File: src/rtl/ov7670_capture_dec.sv
// ov7670_capture_dec: OV7670 bus sampler, byte pairing, power-of-2 decimation and crop into frame buffer port A.
// Revision 1.0
`default_nettype none

module ov7670_capture_dec #(
  parameter int IMG_COLS   = 160,
  parameter int IMG_ROWS   = 120,
  parameter int NB_ADDR    = 15,
  parameter int NB_R       = 4,
  parameter int NB_G       = 4,
  parameter int NB_B       = 4,
  parameter int NB_SRC_CNT = 10
) (
  input  logic                     clk,
  input  logic                     rst_n,
  input  logic                     pclk,
  input  logic                     vsync,
  input  logic                     href,
  input  logic [7:0]               data,
  input  logic                     rgbmode,
  input  logic                     swap_r_b,
  input  logic [1:0]               dec_x,
  input  logic [1:0]               dec_y,
  input  logic [1:0]               cap_mode,
  input  logic                     arm,
  output logic [NB_ADDR-1:0]       addr,
  output logic [NB_R+NB_G+NB_B-1:0] dout,
  output logic                     we,
  output logic                     frame_done,
  output logic                     busy,
  output logic                     line_err
);

  localparam int NB_PIX = NB_R + NB_G + NB_B;
  localparam logic [NB_SRC_CNT-1:0] COLS_LIM = NB_SRC_CNT'(IMG_COLS);
  localparam logic [NB_SRC_CNT-1:0] ROWS_LIM = NB_SRC_CNT'(IMG_ROWS);
  localparam logic [NB_ADDR-1:0]    ROW_STEP = NB_ADDR'(IMG_COLS);

  typedef enum logic [1:0] {IDLE, WAIT_VS, ACTIVE, DONE} state_t;

  state_t state;

  logic [1:0] pclk_sync, href_sync, vsync_sync;
  logic [7:0] data_meta, data_sync;
  logic       pclk_q, href_q, vsync_q;

  logic                  armed;
  logic                  toggle;
  logic [7:0]            b0;
  logic [NB_SRC_CNT-1:0] src_col, src_row;
  logic [NB_ADDR-1:0]    row_base;
  logic                  cfg_rgb, cfg_swap;
  logic [1:0]            cfg_dx, cfg_dy;

  logic pclk_rise, href_fall, vs_fall, vs_rise;

  assign pclk_rise = pclk_sync[1] & ~pclk_q;
  assign href_fall = ~href_sync[1] & href_q;
  assign vs_fall   = ~vsync_sync[1] & vsync_q;
  assign vs_rise   = vsync_sync[1] & ~vsync_q;

  // Channel extraction keeps the MSBs of each field.
  logic [4:0]      r5, b5;
  logic [5:0]      g6;
  logic [NB_R-1:0] r_t;
  logic [NB_G-1:0] g_t;
  logic [NB_B-1:0] b_t;
  logic [NB_PIX-1:0] pix;

  assign r5 = b0[7:3];
  assign g6 = {b0[2:0], data_sync[7:5]};
  assign b5 = data_sync[4:0];

  always_comb begin
    r_t = '0;
    g_t = '0;
    b_t = '0;
    if (cfg_rgb) begin
      r_t = NB_R'(r5 >> (5 - NB_R));
      g_t = NB_G'(g6 >> (6 - NB_G));
      b_t = NB_B'(b5 >> (5 - NB_B));
    end else begin
      r_t = NB_R'(b0 >> (8 - NB_R));
      g_t = NB_G'(b0 >> (8 - NB_G));
      b_t = NB_B'(b0 >> (8 - NB_B));
    end
  end

  generate
    if (NB_R == NB_B) begin : g_swap
      assign pix = cfg_swap ? {b_t, g_t, r_t} : {r_t, g_t, b_t};
    end else begin : g_noswap
      assign pix = {r_t, g_t, b_t};
    end
  endgenerate

  logic [NB_SRC_CNT-1:0] col_mask, row_mask, out_col, out_row;
  logic                  col_keep, row_keep, in_crop;
  logic [NB_ADDR-1:0]    pix_addr;

  assign col_mask = ~({NB_SRC_CNT{1'b1}} << cfg_dx);
  assign row_mask = ~({NB_SRC_CNT{1'b1}} << cfg_dy);
  assign out_col  = src_col >> cfg_dx;
  assign out_row  = src_row >> cfg_dy;
  assign col_keep = (src_col & col_mask) == '0;
  assign row_keep = ((src_row & row_mask) == '0) && (out_row < ROWS_LIM);
  assign in_crop  = (out_col < COLS_LIM);
  assign pix_addr = row_base + NB_ADDR'(out_col);

  always_ff @(posedge clk) begin
    if (!rst_n) begin
      state      <= IDLE;
      pclk_sync  <= '0;
      href_sync  <= '0;
      vsync_sync <= '0;
      data_meta  <= '0;
      data_sync  <= '0;
      pclk_q     <= 1'b0;
      href_q     <= 1'b0;
      vsync_q    <= 1'b0;
      armed      <= 1'b0;
      toggle     <= 1'b0;
      b0         <= '0;
      src_col    <= '0;
      src_row    <= '0;
      row_base   <= '0;
      cfg_rgb    <= 1'b0;
      cfg_swap   <= 1'b0;
      cfg_dx     <= '0;
      cfg_dy     <= '0;
      addr       <= '0;
      dout       <= '0;
      we         <= 1'b0;
      frame_done <= 1'b0;
      busy       <= 1'b0;
      line_err   <= 1'b0;
    end else begin
      pclk_sync  <= {pclk_sync[0], pclk};
      href_sync  <= {href_sync[0], href};
      vsync_sync <= {vsync_sync[0], vsync};
      data_meta  <= data;
      data_sync  <= data_meta;
      pclk_q     <= pclk_sync[1];
      href_q     <= href_sync[1];
      vsync_q    <= vsync_sync[1];

      we         <= 1'b0;
      frame_done <= 1'b0;

      if (arm) begin
        armed    <= 1'b1;
        line_err <= 1'b0;
      end

      case (state)
        IDLE: begin
          if (cap_mode == 2'b00 || (cap_mode == 2'b01 && armed))
            state <= WAIT_VS;
        end
        WAIT_VS: begin
          if (cap_mode[1]) begin
            state <= IDLE;
          end else if (vs_fall) begin
            state    <= ACTIVE;
            busy     <= 1'b1;
            cfg_rgb  <= rgbmode;
            cfg_swap <= swap_r_b;
            cfg_dx   <= dec_x;
            cfg_dy   <= dec_y;
            src_col  <= '0;
            src_row  <= '0;
            row_base <= '0;
            toggle   <= 1'b0;
          end
        end
        ACTIVE: begin
          if (vs_rise) begin
            state <= DONE;
            busy  <= 1'b0;
          end else begin
            if (pclk_rise && href_sync[1]) begin
              if (!toggle) begin
                b0     <= data_sync;
                toggle <= 1'b1;
              end else begin
                toggle <= 1'b0;
                if (src_col != '1)
                  src_col <= src_col + 1'b1;
                if (col_keep && row_keep && in_crop) begin
                  we   <= 1'b1;
                  addr <= pix_addr;
                  dout <= pix;
                end
              end
            end
            if (href_fall) begin
              toggle  <= 1'b0;
              src_col <= '0;
              if (src_row != '1)
                src_row <= src_row + 1'b1;
              if (row_keep)
                row_base <= row_base + ROW_STEP;
              if (toggle)
                line_err <= 1'b1;
            end
          end
        end
        DONE: begin
          frame_done <= 1'b1;
          state      <= (cap_mode == 2'b00) ? WAIT_VS : IDLE;
          if (cap_mode == 2'b01 && !arm)
            armed <= 1'b0;
        end
        default: state <= IDLE;
      endcase
    end
  end

endmodule

`default_nettype wire

File: config.mk
export PLATFORM = sky130hd
export DESIGN_NAME = ov7670_capture_dec
export DESIGN_NICKNAME = d
export VERILOG_FILES = /design/src/rtl/ov7670_capture_dec.sv
export SDC_FILE = /design/constraint.sdc
export NUM_CORES = 1
export LEC_CHECK = 0
export CAP_MARGIN = 25
export CORE_ASPECT_RATIO = 0.75
export CORE_MARGIN = 3
export CORE_UTILIZATION = 50
export DETAILED_ROUTE_END_ITERATION = 10
export GPL_TIMING_DRIVEN = 0
export PLACE_DENSITY_LB_ADDON = 0.25
export SYNTH_ARGS = -nofsm -noshare
export SYNTH_HDL_FRONTEND = slang
export SYNTH_SLANG_ARGS = --single-unit
File: constraint.sdc
create_clock -name clk -period 8.9 [get_ports clk]
set_clock_uncertainty 0.15 [all_clocks]
set_input_delay 1.335 -clock clk [delete_from_list [all_inputs] [get_ports clk]]
set_output_delay 1.335 -clock clk [all_outputs]
set_load 0.02 [all_outputs]
Word-level counts from Yosys, hierarchy flattened. Cells that the tools add are included.

$add $sub $neg: 4. Multipliers: 0. Divide/modulo/power cells: 0. Magnitude comparators: 2. Equality and inequality tests: 18. Shifts and indexed selects: 4. Muxes and demuxes: 48. Bitwise gates (word level): 18. Reduce and logical (&&, ||, !) cells: 23.

Operators with widths (number): $mux W10 (10); $mux W15 (5); $pmux W10 S2 (2); $pmux W15 S2 (1); $add A10 B1 Y10 const B (2); $and A10 B10 Y10 (2); $logic_not A10 Y1 (2); $mux W1 (20); $ne A10 B10 Y1 const B (2); $not A10 Y10 (2); $shl A10 B2 Y10 const A (2); $shr A10 B2 Y10 (2); $ne A2 B2 Y1 const B (8); $add A15 B10 Y15 (1); $add A15 B8 Y15 const B (1); $mux W12 (1); $ne A3 B3 Y1 const B (4); $reduce_and A6 Y1 (2); $lt A10 B7 Y1 const B (1); $lt A10 B8 Y1 const B (1); $not A1 Y1 (10); $reduce_and A5 Y1 (2); $mux W2 (4); $mux W4 (2); other kinds (14) (28).

Register bits after elaboration: 109. Latch bits: 0. RAM bits: 0. Bits in read-only memories: 0. Input port bits: 22. Output and inout port bits: 31. Logic and storage cells: 142. Memories: 0.

Depth between registers and ports, before layout.
Word-level depth: 9. Mapped depth: 12. Gate-level depth less buffers: 11.

Least setup slack after synthesis. Ideal clock, no wire load.

Path type: reg2reg. Start: register cfg_dx[1]. End: register addr[14]. Setup time: 0.086 ns. Arrival time: 2.770 ns. Data required time: 8.664 ns. Slack: 5.894 ns. Cell stages (with the launch flop): 12. Path buffers: 2. Period minus slack after synthesis: 3.006 ns. Cell sequence: dfxtp_1 buf_2 buf_1 mux2i_1 o22ai_1 ha_1 a211o_1 a221oi_1 o21ai_0 nor2b_1 xnor2_1 a211oi_1.

Cells in the longest elaborated chain, start to end: 7. Elaborated cells between the ends (all ways): 10. Those cells by class: 1 x add/sub; 1 x order compare; 2 x shift; 2 x bitwise; 4 x reduce/logical.

RTL lines: from (decl) (RTL line 53) `logic [1:0] cfg_dx, cfg_dy;`; from (signal assigned) (RTL line 129) `cfg_dx <= '0;`; from (signal assigned) (RTL line 168) `cfg_dx <= dec_x;`; parallel branches: the longest is 7 deep, another holds $lt A10 B8 Y1; to (signal assigned) (RTL line 191) `addr <= pix_addr;`; to (decl) (RTL line 26) `output logic [NB_ADDR-1:0] addr,`.

Several ways; the timed one is not identified. A chain may end at the register's enable or synchronous reset.

Worst setup path after layout. Ends and elaborated chain as after synthesis.

==> impl_metrics.json <==
{
  "outcome": "completed",
  "hold_depth": 1,
  "synth-seq-area-share_pct": 43.0,
  "drive_above_1_share_pct": 6.72,
  "final_cells": 738,
  "n_fill_cell": 819,
  "cp_max_fo": 10,
  "synthesis.area_sq_um": 4800,
  "cts-root-buf": "clkbuf_16",
  "worstSetupEndpointType": "flip-flop",
  "worst_pin_slew_ns": 0.674,
  "dpl.cell_count": 722,
  "initial_utilization_pct": 52.1,
  "finalSetupViolCount": 0,
  "ant_nets": 0,
  "drt_iter0_drc": 423,
  "seq_area_sq_um": 2060,
  "dp_hpwl_microns": 8890,
  "cts_tree": "done",
  "grt_pass1_wl_microns": 19500,
  "slew_violations": 0,
  "clock_latency_ns": 0.35,
  "first_global_vias": 3876,
  "via_count": 4297,
  "synthToLayoutAreaGrowth_pct": 20.5,
  "multi_input_area_sq_um": 2550,
  "synth-edff-count": 0,
  "hold_slack_ns": 0.284,
  "cp-start-kind": "flip-flop",
  "yosysUniqueCellTypes": 62,
  "cts-resized-gates": 0,
  "htree_levels": 3,
  "dieArea_sq_um": 10800,
  "worstRegToRegCells": 11,
  "antenna_found_initial": 0,
  "p_leak_uw": 0.00206,
  "worstHoldPathType": "reg -> reg",
  "drt-total-wl_microns": 12100,
  "totalPowerFinal_uw": 893,
  "grt_max_degree": 22,
  "antenna_cells": 0,
  "cts.sinks": 103,
  "gp_congestion": 0.900,
  "min_period_ns": 3.69,
  "post-route-util_pct": 62.9,
  "setup_tns_ns": 0,
  "cp_data_required_time_ns": 9.01,
  "relSlewSlack_pct": 55.1,
  "synth_cells": 542,
  "ir_worst_vdd_mv": 0.142,
  "crit_arrival_ns": 3.80,
  "postCtsHoldBufs": 0,
  "wl_per_cell_microns": 16.5,
  "fmax_ghz": 0.271,
  "die_w_microns": 119,
  "vias_per_cell": 5.82,
  "port_buffers": 52,
  "critical_path_class": "reg -> reg",
  "numCtsBuffers": 9,
  "synth_fp_nets": 573,
  "async_reset_ff_share_pct": 0,
  "rows": 30,
  "cts_setup_buffers": 0,
  "finalHoldViolCount": 0,
  "synth_seq_cells": 103,
  "path_clk_slew_ns": 0.07,
  "period_share_pct": 41.4,
  "die_y_microns": 90.8,
  "cts_max_path_buffers": 2,
  "p_per_area_nw_per_um2": 154,
  "grt.total_usage_pct": 22.4,
  "dr.pass1.iters": 5,
  "drcViolationCount": 0,
  "core-area_sq_um": 9200,
  "synthFlopType": "dfxtp_1",
  "rsz0062_at_grt": "no",
  "avgSynthCellArea_sq_um": 8.85,
  "num_io_pins": 53,
  "grt_overflow_total": 0,
  "nNetsFinal": 636,
  "drv_cap": 0,
  "ys_warn_count": 0
}
## synth_stat cells (2+ instances only)
library cell / count / share of area (%)
dfxtp_1: 103 / 43
a21oi_1: 54 / 5.6
nor2_1: 41 / 3.2
nand2_1: 39 / 3.1
nand3_1: 30 / 3.1
and2_1: 26 / 3.4
clkbuf_1: 23 / 1.8
mux2i_1: 21 / 4.4
o21ai_0: 18 / 1.9
xnor2_1: 17 / 3.1
a211oi_1: 16 / 2.5
nand4_1: 11 / 1.4
xor2_1: 11 / 2.0
ha_1: 9 / 2.3
and3_1: 7 / 0.91
buf_2: 7 / 0.73
or3_1: 7 / 0.91
nand2b_1: 6 / 0.78
nor2b_1: 6 / 0.78
nor3_1: 6 / 0.63
o2111ai_1: 6 / 1.1
inv_1: 5 / 0.39
mux2_2: 5 / 1.2
o211ai_1: 5 / 0.78
or4_1: 5 / 0.78
a311oi_1: 4 / 0.73
a31oi_1: 4 / 0.52
buf_4: 4 / 0.63
o22ai_1: 4 / 0.52
o31ai_1: 3 / 0.47
a21o_1: 2 / 0.31
and4_1: 2 / 0.37
and4b_1: 2 / 0.42
buf_1: 2 / 0.16
nor4_1: 2 / 0.26
o211a_1: 2 / 0.42
o21a_1: 2 / 0.31
## flip-flops by register name, indices dropped and copies added (netlist names), 2 cells and up
register	cells
addr	15
vsync_sync	2
data_sync	8
pclk_sync	2
row_base	10
state	2
b0	7
src_row	10
href_sync	2
dout	12
data_meta	8
cfg_dx	2
cfg_dy	2
src_col	10
## worst paths after layout
kind	startpoint	endpoint	slack [ns]
max	cfg_dx[1]	addr[14]	5.21
min	href_sync[0]	href_sync[1]	0.28
max reg2reg	cfg_dx[1]	addr[14]	5.21
min reg2reg	href_sync[0]	href_sync[1]	0.28
## cell families (layout without fill, tap and decap cells)
family	after synthesis	after routing	share of synthesized area [%]
simple gates	199	199	22.3
compound gates	134	134	17.8
flops	103	103	43.0
buf+inv	42	110	3.78
xor+xnor	28	28	5.11
mux	26	26	5.56
fa+ha+maj	9	9	2.35
other cells	1	1	0.0782
## critical path, stage by stage, from the launching register on
cell	delay [ns]
dfxtp_1	0.31
buf_2	0.19
buf_1	0.46
mux2i_1	0.30
o22ai_1	0.13
ha_1	0.37
a211o_1	0.32
a221oi_1	0.48
o21ai_0	0.35
nor2b_1	0.24
xnor2_1	0.13
a211oi_1	0.18
## placed cells by master, fill, tap and decap left out, drive strengths merged, types with 4 or more instances in the layout
cell type	n
a211oi	16
o2111ai	6
xor2	11
and2	26
ha	9
nand2b	6
mux2i	21
o22ai	4
a31oi	4
mux2	5
and3	7
clkinv	4
inv	9
dfxtp	103
o31ai	4
nor3	6
o211ai	5
or4	5
or3	7
nand3	30
clkdlybuf4s50	52
xnor2	17
buf	13
nor2b	6
a311oi	4
o21ai	19
a21oi	55
nor2	42
nand4	11
nand2	39
clkbuf	32
## cell type report
cell class	instances	area share (%)
sequential	103	35.7
tap	128	2.77
buffer	36	2.75
clock buffer	9	3.90
clock inverter	7	1.36
timing repair buffer	52	9.00
multi-input combinational	397	44.2
inverter	6	0.390
## per-layer routing
| metal | share of wire [%] | vias to the layer above | GRT usage [%] |
|---|---|---|---|
| met5 | 0 | - | 0 |
| met4 | 1.6 | 0 | 6.75 |
| met3 | 6.4 | 11 | 4.88 |
| met2 | 44 | 149 | 33.2 |
| met1 | 48 | 2065 | 32.6 |
| li1 | - | 2072 | - |
## where the power goes
part | internal (uW) | total [uW] | switching [uW] | leakage [uW]
combinational | 14.3 | 30.2 | 16.0 | 0.00108
sequential | 466 | 469 | 2.92 | 0.000835
clock | 200 | 393 | 193 | 0.000148
total | 681 | 893 | 212 | 0.00206
## stage by stage
stage | setup WS [ns] | instance area, sq um
finish | 5.21 | 5780
global route | 4.90 | 5780
CTS | 5.25 | 5780
detailed placement | 5.30 | 5480
global placement | 5.33 | 5480
floorplan | 5.89 | 4800
Note: power is estimated with default switching activity, not from simulation.
